$ cat config.mk
export PLATFORM = sky130hd
export DESIGN_NAME = fp16_accumulator
export DESIGN_NICKNAME = d
export VERILOG_FILES = /design/src/rtl/fp16_accumulator_pkg.sv /design/src/rtl/fp16_accumulator_add.sv /design/src/rtl/fp16_accumulator.sv
export SDC_FILE = /design/constraint.sdc
export NUM_CORES = 1
export LEC_CHECK = 0
export ABC_AREA = 1
export CORE_MARGIN = 8
export CORE_UTILIZATION = 55
export CTS_CLUSTER_DIAMETER = 150
export CTS_CLUSTER_SIZE = 20
export DETAILED_ROUTE_END_ITERATION = 6
export GPL_TIMING_DRIVEN = 0
export PLACE_DENSITY = 0.79
export SLEW_MARGIN = 20
export SYNTH_ARGS = -nofsm -noshare
export SYNTH_HDL_FRONTEND = slang
export SYNTH_SLANG_ARGS = --single-unit
$ cat constraint.sdc
create_clock -name clk -period 13.73 [get_ports clk]
set_input_delay 2.746 -clock clk [delete_from_list [all_inputs] [get_ports clk]]
set_output_delay 2.746 -clock clk [all_outputs]
set_load 0.05 [all_outputs]
$ cat src/rtl/fp16_accumulator_pkg.sv
// Shared definitions for the FP16 accumulator and its adder.
// Contents: FP16 field widths, exponent bias, the reserved all-ones exponent,
// the exception-flag width and the accumulator FSM state encoding.
package fp16_accumulator_pkg;

    localparam int FP_W    = 16;
    localparam int EXP_W   = 5;
    localparam int FRAC_W  = 10;
    localparam int BIAS    = 15;
    localparam int EXP_MAX = 31;
    localparam int FLAG_W  = 5;

    typedef enum logic {
        ACCUM = 1'b0,
        HOLD  = 1'b1
    } fsm_state_t;

endpackage

$ cat src/rtl/fp16_accumulator_add.sv
// fp16_add: single-cycle combinational FP16 adder, truncating toward zero.
// Ports:
//   a, b  - FP16 operands (denormals are treated as zero)
//   sum   - FP16 result; exact zero and underflow give +0
//   ovf   - result saturated to infinity, or an operand was already inf/NaN
module fp16_add
    import fp16_accumulator_pkg::*;
(
    input  logic [FP_W-1:0] a,
    input  logic [FP_W-1:0] b,
    output logic [FP_W-1:0] sum,
    output logic            ovf
);

    logic [FP_W-2:0]    mag_a, mag_b, big_mag, small_mag;
    logic               big_sign, small_sign;
    logic [FRAC_W:0]    m_big, m_small, aligned, shifted;
    logic [EXP_W-1:0]   e_big, e_small, diff;
    logic [FRAC_W+1:0]  raw;
    logic [3:0]         lead, lz;
    logic signed [6:0]  exp_n;
    logic [FRAC_W-1:0]  frac;

    // Zero exponent flushes the whole operand to zero before ordering, so a
    // denormal can never be picked as the larger operand.
    always_comb begin
        mag_a = (a[FP_W-2:FRAC_W] == '0) ? '0 : a[FP_W-2:0];
        mag_b = (b[FP_W-2:FRAC_W] == '0) ? '0 : b[FP_W-2:0];
        if (mag_a >= mag_b) begin
            big_mag    = mag_a;
            big_sign   = a[FP_W-1];
            small_mag  = mag_b;
            small_sign = b[FP_W-1];
        end else begin
            big_mag    = mag_b;
            big_sign   = b[FP_W-1];
            small_mag  = mag_a;
            small_sign = a[FP_W-1];
        end
        e_big   = big_mag[FP_W-2:FRAC_W];
        e_small = small_mag[FP_W-2:FRAC_W];
        m_big   = (e_big == '0)   ? '0 : {1'b1, big_mag[FRAC_W-1:0]};
        m_small = (e_small == '0) ? '0 : {1'b1, small_mag[FRAC_W-1:0]};
        diff    = e_big - e_small;
        aligned = (diff >= 5'd12) ? '0 : (m_small >> diff);
        if (big_sign == small_sign)
            raw = {1'b0, m_big} + {1'b0, aligned};
        else
            raw = {1'b0, m_big} - {1'b0, aligned};
    end

    // Leading-one detect over the 11-bit mantissa field; a carry into bit 11
    // is handled separately as a one-place right normalisation.
    always_comb begin
        lead = 4'd0;
        for (int i = 0; i <= FRAC_W; i++) begin
            if (raw[i])
                lead = i[3:0];
        end
        lz      = 4'd10 - lead;
        shifted = raw[FRAC_W:0] << lz;
        if (raw[FRAC_W+1]) begin
            exp_n = $signed({2'b00, e_big}) + 7'sd1;
            frac  = raw[FRAC_W:1];
        end else begin
            exp_n = $signed({2'b00, e_big}) - $signed({3'b000, lz});
            frac  = shifted[FRAC_W-1:0];
        end
    end

    // Result selection: an infinite operand dominates, then zero, then
    // exponent overflow/underflow, else the normalised value.
    always_comb begin
        sum = '0;
        ovf = 1'b0;
        if (b[FP_W-2:FRAC_W] == EXP_MAX[EXP_W-1:0]) begin
            sum = {b[FP_W-1], EXP_MAX[EXP_W-1:0], {FRAC_W{1'b0}}};
            ovf = 1'b1;
        end else if (a[FP_W-2:FRAC_W] == EXP_MAX[EXP_W-1:0]) begin
            sum = {a[FP_W-1], EXP_MAX[EXP_W-1:0], {FRAC_W{1'b0}}};
            ovf = 1'b1;
        end else if (raw == '0) begin
            sum = '0;
        end else if (exp_n >= 7'sd31) begin
            sum = {big_sign, EXP_MAX[EXP_W-1:0], {FRAC_W{1'b0}}};
            ovf = 1'b1;
        end else if (exp_n <= 7'sd0) begin
            sum = '0;
        end else begin
            sum = {big_sign, exp_n[EXP_W-1:0], frac};
        end
    end

endmodule

$ cat src/rtl/fp16_accumulator.sv
// fp16_accumulator: sums a stream of FP16 products into one FP16 result per
// vector, with a valid/ready handshake on the result side.
// Ports:
//   clk, rst            - clock, synchronous active-high reset
//   in_valid/in_data    - product word and its presence strobe
//   in_flags            - multiplier exception flags for in_data
//   in_last             - final element of the vector
//   in_ready            - word accepted this cycle (high while accumulating)
//   out_valid/out_ready - result handshake
//   out_data            - FP16 sum, out_flags - OR of input flags
//   out_ovf             - sum saturated to infinity, out_count - element count
module fp16_accumulator
    import fp16_accumulator_pkg::*;
#(
    parameter int DWIDTH = 16,
    parameter int CNT_W  = 16
) (
    input  logic              clk,
    input  logic              rst,
    input  logic              in_valid,
    input  logic [DWIDTH-1:0] in_data,
    input  logic [FLAG_W-1:0] in_flags,
    input  logic              in_last,
    output logic              in_ready,
    output logic              out_valid,
    input  logic              out_ready,
    output logic [DWIDTH-1:0] out_data,
    output logic [FLAG_W-1:0] out_flags,
    output logic              out_ovf,
    output logic [CNT_W-1:0]  out_count
);

    fsm_state_t        state;
    logic [DWIDTH-1:0] acc, add_sum, acc_next;
    logic [FLAG_W-1:0] flags, flags_next;
    logic              ovf, add_ovf, ovf_next, accept;
    logic [CNT_W-1:0]  count, count_next;

    fp16_add u_add (
        .a   (acc),
        .b   (in_data),
        .sum (add_sum),
        .ovf (add_ovf)
    );

    assign in_ready = (state == ACCUM);
    assign accept   = in_ready & in_valid;

    // Once saturated the accumulator stays at its infinity until the vector
    // ends; the counter sticks at all-ones rather than wrapping.
    always_comb begin
        acc_next   = ovf ? acc : add_sum;
        ovf_next   = ovf | add_ovf;
        flags_next = flags | in_flags;
        count_next = (&count) ? count : count + 1'b1;
    end

    always_ff @(posedge clk) begin
        if (rst) begin
            state     <= ACCUM;
            acc       <= '0;
            flags     <= '0;
            ovf       <= 1'b0;
            count     <= '0;
            out_valid <= 1'b0;
            out_data  <= '0;
            out_flags <= '0;
            out_ovf   <= 1'b0;
            out_count <= '0;
        end else if (state == ACCUM) begin
            if (accept) begin
                acc   <= acc_next;
                flags <= flags_next;
                ovf   <= ovf_next;
                count <= count_next;
                if (in_last) begin
                    state     <= HOLD;
                    out_valid <= 1'b1;
                    out_data  <= acc_next;
                    out_flags <= flags_next;
                    out_ovf   <= ovf_next;
                    out_count <= count_next;
                end
            end
        end else begin
            if (out_ready) begin
                state     <= ACCUM;
                out_valid <= 1'b0;
                acc       <= '0;
                flags     <= '0;
                ovf       <= 1'b0;
                count     <= '0;
            end
        end
    end

endmodule

==> impl_metrics.ini <==
[outcome]
run_status = finished, final reports clean

[final_layout]
area.growth.synth_to_final_pct = 15.98
layout.cells.non_filler = 1395
share_of_cells_above_drive_strength_1_pct = 7.522
finish.net_count = 1282
antennaDiodeCount = 0

[sta]
final_period_minus_worst_setup_slack_ns = 11.96
report.final.setup_viol = 0
fin_setup_tns_ns = 0
final_max_slew_viol_count = 0
worst_slew_pin_slew_ns = 0.6206
maxSlewHeadroom_pct = 58.25
finalHoldViolations = 0
fin_crit_sh_pct = 87.10
max_clock_freq_ghz = 0.08362
setup_repair_after_global_routing_missed_its_margin = false
timing.clock.skew_ns = 0.006733

[placed_design]
place_hpwl_um = 15890
routabilityCongestion = 0.9293
portBuffers = 64
placed_cells_incl_taps = 1379

[cts]
cts-buffers-inserted = 9
path_clk_slew_ns = 0.06
cts_setup_buffers = 0
htree_num_levels = 3
post_cts_resized = 0
worstSkewPairLatency_ns = 0.34
tritoncts_clock_tree = built
postCtsHoldBufs = 0
cts.sink_count = 78
clock_path_buffers = 2
root_buffer = sky130_fd_sc_hd__clkbuf_16

[die]
std_cell_rows = 41
design.core.area_um2 = 12570
die-width_um = 129.1
die_area_um2 = 16660
initial_utilization_pct = 55.95
floorplan.die.height_um = 129.1
top_level_ports = 66

[min_path]
whs_path_depth = 2
hold_path_startpoint = count[9]
hold_path_class = reg2reg

[setup_path]
timing.critical_path.to_type = flop
crit_path_max_incr_delay_ns = 0.55
critical_path.slowest_cell = sky130_fd_sc_hd__clkdlybuf4s50_1
critPathRequiredTime_ns = 13.96
crit_path_max_fanout = 11
cp-start-kind = input port
r2r_startpoint = acc[12]
kind_of_critical_path = in2reg
critPathArrivalTime_ns = 12.19
startpoint_of_the_worst_setup_timing_path = in_data[11]
reg2reg_depth = 57
cp_common_cell = sky130_fd_sc_hd__nand2_1

[logic_synthesis]
yosys.cell_types.count = 43
post_synthesis_net_count = 1207
syn_inst = 1143
yosysTopAreaCellShare_pct = 22.21
netlist_area_um2 = 7032
synth-seq-cells = 78
netlist.top_cell.by_area = sky130_fd_sc_hd__dfxtp_1
synth.yosys.warnings = 0
syn-mean-instance-area_um2 = 6.152
synth_sequential_area_ratio_pct = 22.21
netlist_top_cells_area = sky130_fd_sc_hd__dfxtp_1 (22%), sky130_fd_sc_hd__nand2_1 (18%), sky130_fd_sc_hd__inv_1 (7.3%)

[routing]
routed_via_count = 7489
route.detailed.wl_per_inst_um = 14.33
drc_errors_left = 0
drt_iter0_drc = 618
drt_wl_total_um = 19990
route.antenna.remaining_nets = 0
dr.pass1.iters = 5
viasPerCell = 5.368

[grt]
grt_start_max_net_pins = 13
antenna_found_initial = 0
grt_pass1_vias = 7057
groute.usage.overall_pct = 24.16
global_route.overflow_total = 0
grt_pass1_wl_um = 33130

[run]
max_cap_violations = 0
[cell families after synthesis]
group	count (synthesis)	synth area share, %
xor gates and xnor gates	30	3.737
and+or+nand+nor	605	39.59
DFF	78	22.21
adders and majority gates	38	6.975
AOI/OAI and AO/OA	205	16.67
buffers and inverters	187	10.82
[path summary, 6_finish.rpt]
path | end | slack (ns)
max | out_data[9] | 1.77
max reg2reg | out_data[9] | 4.47
min reg2reg | count[9] | 0.47
min | count[9] | 0.47
[worst max-delay path, delay by kind of cell]
kind            cells  cell delay (ns)
simple gates       32             3.45
buf+inv             9             1.83
fa+ha+maj           6             1.92
xor+xnor            4             1.14
compound gates      7             1.07
[sequential cells by signal, indices dropped and copies added, names as in the netlist]
signal     count
out_flags      5
count         16
out_data      16
flags          5
ovf            1
out_count     16
out_valid      1
acc           16
out_ovf        1
state          1
[stage by stage]
step / hold WS, ns / instance area [µm²] / setup slack, ns / utilization, %
final: 0.4652 / 8155 / 1.771 / 64.89
after floorplan: 0.4453 / 7032 / 3.787 / -
after global placement: 0.4458 / 7888 / 1.661 / 62.76
after CTS: 0.4670 / 8155 / 1.956 / 64.89
after detailed placement: 0.4567 / 7888 / 1.639 / 62.76
after global routing: 0.4886 / 8155 / 0.8299 / 64.89
[synth_stat cells (all sizes together)]
cell	count
o21ai	77
o221ai	1
nand4	14
o21a	7
a31oi	1
dfxtp	78
nand2	360
clkinv	2
nor2	83
buf	12
and2	1
xnor2	14
ha	36
xor2	16
nand3	112
o31ai	3
a211oi	10
fa	2
nor4	4
or2	3
clkbuf	32
o41ai	1
nand3b	5
a21oi	73
inv	141
o211ai	4
o21bai	28
nor3	23
[cell usage in the layout, fill, tap and decap left out, types with 4 or more instances in the layout]
cell type / count
sky130_fd_sc_hd__inv_1: 136
sky130_fd_sc_hd__nand3_2: 11
sky130_fd_sc_hd__xor2_1: 16
sky130_fd_sc_hd__nand2_1: 328
sky130_fd_sc_hd__nand3_1: 99
sky130_fd_sc_hd__nor3_2: 6
sky130_fd_sc_hd__dfxtp_1: 78
sky130_fd_sc_hd__nand2_2: 22
sky130_fd_sc_hd__nor4_1: 4
sky130_fd_sc_hd__a21oi_1: 71
sky130_fd_sc_hd__nand4_1: 14
sky130_fd_sc_hd__o211ai_1: 4
sky130_fd_sc_hd__nand3b_1: 5
sky130_fd_sc_hd__a211oi_1: 10
sky130_fd_sc_hd__o21ai_0: 60
sky130_fd_sc_hd__o21ai_1: 17
sky130_fd_sc_hd__nand2_4: 10
sky130_fd_sc_hd__clkdlybuf4s50_1: 64
sky130_fd_sc_hd__buf_2: 4
sky130_fd_sc_hd__clkinv_2: 5
sky130_fd_sc_hd__ha_1: 36
sky130_fd_sc_hd__clkbuf_16: 9
sky130_fd_sc_hd__nor3_1: 17
sky130_fd_sc_hd__clkbuf_1: 33
sky130_fd_sc_hd__xnor2_1: 14
sky130_fd_sc_hd__o21bai_1: 28
sky130_fd_sc_hd__o21a_1: 7
sky130_fd_sc_hd__nor2_1: 77
[final cells by class]
class / instances / area (µm²)
Inverter: 143 / 541.8
Fill cell: 1201 / 4413
Clock inverter: 5 / 25.02
Sequential cell: 78 / 1562
Timing Repair Buffer: 64 / 640.6
Multi-Input combinational cell: 878 / 4710
Buffer: 44 / 219.0
Clock buffer: 11 / 242.7
Tap cell: 172 / 215.2
[metal layers]
layer  track usage, %  share of wire [%]
met4            10.02                3.2
met1            29.85                 44
met3            4.273                6.5
met2            40.64                 46
met5                0                  0
Power is not shown: default switching activity piles up to over one toggle a cycle in this logic, so the estimate is an artifact.
